**src/rtl/calc_pkg.sv**
```systemverilog
// rtl/calc_pkg.sv - shared mode/size codes, sequencer states and operand helpers
package calc_pkg;

   localparam logic [2:0] OP_FLOAT = 3'b000;
   localparam logic [2:0] OP_ARITH = 3'b001;
   localparam logic [2:0] OP_SHIFT = 3'b010;
   localparam logic [2:0] OP_LOGIC = 3'b011;
   localparam logic [2:0] OP_STORE = 3'b100;
   localparam logic [2:0] OP_FETCH = 3'b101;

   localparam logic [1:0] SZ_16  = 2'd0;
   localparam logic [1:0] SZ_32  = 2'd1;
   localparam logic [1:0] SZ_64  = 2'd2;
   localparam logic [1:0] SZ_BAD = 2'd3;

   localparam int OPND_W = 64;

   typedef enum logic [2:0] {
      S_MODE  = 3'd0,
      S_SIZE  = 3'd1,
      S_OPA   = 3'd2,
      S_OPB   = 3'd3,
      S_ISSUE = 3'd4
   } state_t;

   function automatic logic [2:0] chunks_for_size(input logic [1:0] size);
      case (size)
         SZ_16:   return 3'd1;
         SZ_32:   return 3'd2;
         default: return 3'd4;
      endcase
   endfunction

   function automatic logic mode_is_illegal(input logic [2:0] op);
      return (op == 3'b110) || (op == 3'b111);
   endfunction

   function automatic logic mode_is_single(input logic [2:0] op);
      return (op == OP_STORE) || (op == OP_FETCH);
   endfunction

   // Only the integer modes carry two's-complement operands.
   function automatic logic mode_is_signed(input logic [2:0] op);
      return (op == OP_ARITH) || (op == OP_SHIFT) || (op == OP_LOGIC);
   endfunction

   function automatic logic [OPND_W-1:0] sign_extend(input logic [OPND_W-1:0] v,
                                                     input logic [1:0] size);
      case (size)
         SZ_16:   return {{48{v[15]}}, v[15:0]};
         SZ_32:   return {{32{v[31]}}, v[31:0]};
         default: return v;
      endcase
   endfunction

endpackage

```
**src/rtl/btn_debounce.sv**
```systemverilog
// rtl/btn_debounce.sv - 2-flop synchroniser, saturating stability counter, single press pulse
module btn_debounce #(
   parameter int DEB_CYCLES = 16
) (
   input  logic clk,
   input  logic rst,
   input  logic btn,
   output logic press
);

   localparam int CW = $clog2(DEB_CYCLES + 1);
   localparam logic [CW-1:0] CNT_MAX  = CW'(DEB_CYCLES);
   localparam logic [CW-1:0] CNT_LAST = CW'(DEB_CYCLES - 1);

   logic          sync1;
   logic          sync2;
   logic [CW-1:0] cnt;

   always_ff @(posedge clk) begin
      if (rst) begin
         sync1 <= 1'b0;
         sync2 <= 1'b0;
         cnt   <= '0;
         press <= 1'b0;
      end else begin
         sync1 <= btn;
         sync2 <= sync1;
         // Saturation at CNT_MAX keeps a held button from re-firing.
         if (!sync2)
            cnt <= '0;
         else if (cnt != CNT_MAX)
            cnt <= cnt + 1'b1;
         press <= sync2 && (cnt == CNT_LAST);
      end
   end

endmodule

```
**src/rtl/calc_input_sequencer.sv**
```systemverilog
// rtl/calc_input_sequencer.sv - button-driven mode/size/operand entry; CALC_SIGN_EXTEND_EN enables operand sign extension
module calc_input_sequencer #(
   parameter int DEB_CYCLES = 16,
   parameter int SW_W       = 16
) (
   input  logic            clk,
   input  logic            rst,
   input  logic [SW_W-1:0] sw,
   input  logic            btn,
   output logic [2:0]      operation,
   output logic [1:0]      in_size,
   output logic [63:0]     opa,
   output logic [63:0]     opb,
   output logic            req_valid,
   input  logic            req_ready,
   output logic [2:0]      stage,
   output logic            err
);
   import calc_pkg::*;

   state_t      state;
   state_t      state_n;
   logic [2:0]  op_n;
   logic [1:0]  size_n;
   logic [63:0] opa_n;
   logic [63:0] opb_n;
   logic [1:0]  chunk;
   logic [1:0]  chunk_n;
   logic        err_n;
   logic        press;
   logic        last_chunk;

   btn_debounce #(
      .DEB_CYCLES(DEB_CYCLES)
   ) u_btn_debounce (
      .clk  (clk),
      .rst  (rst),
      .btn  (btn),
      .press(press)
   );

   assign last_chunk = ({1'b0, chunk} == (chunks_for_size(in_size) - 3'd1));
   assign req_valid  = (state == S_ISSUE);
   assign stage      = state;

   always_comb begin
      state_n = state;
      op_n    = operation;
      size_n  = in_size;
      opa_n   = opa;
      opb_n   = opb;
      chunk_n = chunk;
      err_n   = 1'b0;

      case (state)
         S_MODE: begin
            if (press) begin
               op_n = sw[2:0];
               if (mode_is_illegal(sw[2:0]))
                  err_n = 1'b1;
               else
                  state_n = S_SIZE;
            end
         end
         S_SIZE: begin
            if (press) begin
               size_n = sw[1:0];
               if (sw[1:0] == SZ_BAD) begin
                  err_n = 1'b1;
               end else begin
                  opa_n   = '0;
                  opb_n   = '0;
                  chunk_n = '0;
                  state_n = S_OPA;
               end
            end
         end
         S_OPA: begin
            if (press) begin
               opa_n[chunk*SW_W +: SW_W] = sw;
               if (last_chunk) begin
`ifdef CALC_SIGN_EXTEND_EN
                  if (mode_is_signed(operation))
                     opa_n = sign_extend(opa_n, in_size);
`endif
                  chunk_n = '0;
                  state_n = mode_is_single(operation) ? S_ISSUE : S_OPB;
               end else begin
                  chunk_n = chunk + 2'd1;
               end
            end
         end
         S_OPB: begin
            if (press) begin
               opb_n[chunk*SW_W +: SW_W] = sw;
               if (last_chunk) begin
`ifdef CALC_SIGN_EXTEND_EN
                  if (mode_is_signed(operation))
                     opb_n = sign_extend(opb_n, in_size);
`endif
                  chunk_n = '0;
                  state_n = S_ISSUE;
               end else begin
                  chunk_n = chunk + 2'd1;
               end
            end
         end
         // Presses are deliberately ignored while the request is pending.
         S_ISSUE: begin
            if (req_ready)
               state_n = S_MODE;
         end
         default: state_n = S_MODE;
      endcase
   end

   always_ff @(posedge clk) begin
      if (rst) begin
         state     <= S_MODE;
         operation <= '0;
         in_size   <= '0;
         opa       <= '0;
         opb       <= '0;
         chunk     <= '0;
         err       <= 1'b0;
      end else begin
         state     <= state_n;
         operation <= op_n;
         in_size   <= size_n;
         opa       <= opa_n;
         opb       <= opb_n;
         chunk     <= chunk_n;
         err       <= err_n;
      end
   end

endmodule

```
**config.mk**
```make
export PLATFORM = sky130hd
export DESIGN_NAME = calc_input_sequencer
export DESIGN_NICKNAME = d
export VERILOG_FILES = /design/src/rtl/calc_pkg.sv /design/src/rtl/btn_debounce.sv /design/src/rtl/calc_input_sequencer.sv
export SDC_FILE = /design/constraint.sdc
export NUM_CORES = 1
export LEC_CHECK = 0
export ABC_AREA = 1
export CORE_MARGIN = 3
export CORE_UTILIZATION = 50
export DETAILED_ROUTE_END_ITERATION = 10
export PLACE_DENSITY = 0.8
export SYNTH_ARGS = -nofsm -noshare
export SYNTH_HDL_FRONTEND = slang
export SYNTH_SLANG_ARGS = --single-unit
```
**constraint.sdc**
```tcl
create_clock -name clk -period 5.45 [get_ports clk]
set_input_delay 1.3625 -clock clk [delete_from_list [all_inputs] [get_ports clk]]
set_output_delay 1.3625 -clock clk [all_outputs]
set_load 0.01 [all_outputs]
```
==> results.cfg <==
[run]
drv_cap = 0

[worst_setup_path]
crit_slowest_cell = a21oi_2
reg2reg_depth = 6
reg2reg_from = chunk[0]$_SDFFE_PP0P_
crit_chain = clkdlybuf4s50_1, nand2_1, inv_1, nand2_1, nand3_1, a21oi_2, nand2_1, o21ai_1, nor2_1
worstSetupPathType = input pin to flop
crit_path_max_incr_delay_ns = 0.96
reg2reg_slack_ns = 2.78
crit_top_cell = nand2_1
required_ns = 5.74
rr_endpoint = opa[18]$_SDFFE_PP0P_
cp_num_buf_inv = 2
crit_fanout = 32
worstPathArrival_ns = 3.80
crit_family = compound AO/OA/AOI/OAI gates
startpoint_type = input pin
startpoint = sw[0]
crit_path_end_kind = flop

[drt]
dr.pass1.iters = 5
drt-total-wl_um = 20400
ant_nets = 0
drt-vias-per-instance = 5.71
drc = 0
wl_per_cell_um = 16.7
drt_iter0_markers = 683
vias = 7000

[sta]
rsz0062_at_grt = false
fin_ws_ns = 1.94
drv_slew = 0
hold_viol = 0
slew_headroom = 0.162
fin_crit_ns = 3.51
max_freq_mhz = 285
fin_skew_ns = 0.00664
fin_setup_tns_ns = 0
tightest_slew_ns = 1.26
finalSetupViolCount = 0
period_share = 0.644

[synthesis]
synth_cells = 948
syn_area_mm2 = 0.00678
synth_seq_area_share = 0.434
synth_warnings = 0
yosysUniqueCellTypes = 28
synth_area_per_cell_um2 = 7.15
synthFlopType = dfxtp_1
async_flop_share = 0
synth_edf_count = 0
syn-num-nets = 976
ys_ff_latch = 147

[final_layout]
antenna_cells = 0
multiInputGateArea_mm2 = 0.00331
fill_cells = 1132
fin_nets = 1071
drive_above_1_share = 0.0503
final-seq-area_mm2 = 0.00294
final_cell_mix = 156 x nand2_1, 156 x clkdlybuf4s50_1, 146 x dfxtp_1
syn2layout_area_growth_pct = 28.8

[hold_path]
whs_path_depth = 2
hold_class = flop to flop
min-delay-start = u_btn_debounce.sync1$_SDFF_PP0_
hold_path_end = u_btn_debounce.sync2$_SDFF_PP0_

[cts]
cts_setup_buffers = 0
clkLatencyLatePin_ns = 0.42
postCtsHoldBufs = 0
clock_sinks = 147
cts_resized = 0
htree_levels = 4
tritoncts = built
clock_path_buffers = 2
numCtsBuffers = 17
clkTransAtPathRegs_ns = 0.06
cts-root-buf = clkbuf_16

[place]
port_buffers = 157
hpwl_um = 13400
place_congestion = 0.981
dp_slack_ns = 1.55

[floorplanning]
rows = 41
die_x_um = 122
die_height_um = 122
ios = 158
start_util = 0.524
coreArea_mm2 = 0.0129
die-area_mm2 = 0.0150

[power_and_ir_drop]
p_leak_nw = 2.82
ir_worst_vdd_uv = 179
pwr_density_cell_mw_per_mm2 = 288

[grt]
grt_pass1_vias = 6349
grt_max_degree = 78
antenna_found_initial = 0
track_usage = 0.276
grt_first_pass_wirelength_um = 32400
grt-ovfl-total = 0

[status]
outcome = finished, final reports clean
layer usage:
layer  wire [um]  vias up  share of wire  track usage
met5           0        -              0            0
met4         574        0          0.028        0.115
met3        2410       44           0.12       0.0945
met2        9040      352           0.44        0.404
met1        8390     3165           0.41        0.371
li1            -     3439              -            -
final cells by class:
cell class | count | area share
Multi-Input combinational cell | 681 | 0.380
Sequential cell | 147 | 0.337
Timing Repair Buffer | 162 | 0.184
Clock buffer | 24 | 0.0529
Tap cell | 172 | 0.0247
Inverter | 34 | 0.0146
Clock inverter | 6 | 0.00659
cells by family after synthesis:
family          Yosys count  synth area share
compound gates          150             0.113
xor+xnor                  2           0.00259
fa+ha+maj                 8            0.0148
buf+inv                 120            0.0772
flops                   147             0.434
simple gates            521             0.358
synthesized netlist by cell type (3+ instances only):
master	n	share of area
nand2_1	156	0.086
dfxtp_1	147	0.43
nor2_1	140	0.078
nand4_1	113	0.10
a21oi_1	74	0.055
o21ai_0	60	0.044
clkbuf_1	49	0.027
nor3_1	49	0.036
nand3_1	48	0.035
inv_1	31	0.017
buf_2	23	0.017
o21ai_1	11	0.0081
buf_4	9	0.010
ha_1	8	0.015
nand2_2	7	0.0065
nand3_2	4	0.0059
a21oi_2	3	0.0039
inv_2	3	0.0017
where the power goes:
| group | internal, mW | leakage, nW | switching (mW) | total [mW] |
|---|---|---|---|---|
| Combinational | 0.0895 | 1.38 | 0.270 | 0.359 |
| Sequential | 1.08 | 1.18 | 0.0185 | 1.10 |
| Clock | 0.630 | 0.254 | 0.425 | 1.05 |
| Total | 1.80 | 2.82 | 0.713 | 2.52 |
state kept, by name, summed over array words and instances (netlist names), 2 cells and up:
register            cells
u_btn_debounce.cnt      5
stage                   3
chunk                   2
in_size                 2
operation               3
opa                    64
opb                    64
through the flow:
| stage | std cells | utilization | area (um^2) | power [mW] | hold WS [ns] |
|---|---|---|---|---|---|
| 2_1_floorplan | 948 | - | 6780 | 1.40 | 0.388 |
| 3_3_place_gp | 1196 | 0.635 | 8210 | 1.47 | 0.397 |
| 3_5_place_dp | 1196 | 0.635 | 8210 | 1.48 | 0.415 |
| 4_1_cts | 1226 | 0.675 | 8730 | 2.52 | 0.424 |
| 5_1_grt | 1226 | 0.675 | 8730 | 2.61 | 0.448 |
| 6_report | 1226 | 0.675 | 8730 | 2.52 | 0.419 |
worst min-delay path: stages, from the launching register on:
cell and delay [ns]:
dfxtp_1 0.30, inv_1 0.05, nor2_1 0.03
worst max path at each step:
stage                                      end  slack [ns]  cells past startpoint
after floorplan           opb[12]$_SDFFE_PP0P_        2.95                     10
after global placement    opb[39]$_SDFFE_PP0P_        1.70                      9
after detailed placement  opb[43]$_SDFFE_PP0P_        1.55                      9
after CTS                 opb[43]$_SDFFE_PP0P_        2.01                      9
after global routing      opb[34]$_SDFFE_PP0P_        1.68                      9
final                     opb[39]$_SDFFE_PP0P_        1.94                      9
Note: power is estimated with default switching activity, not from simulation.
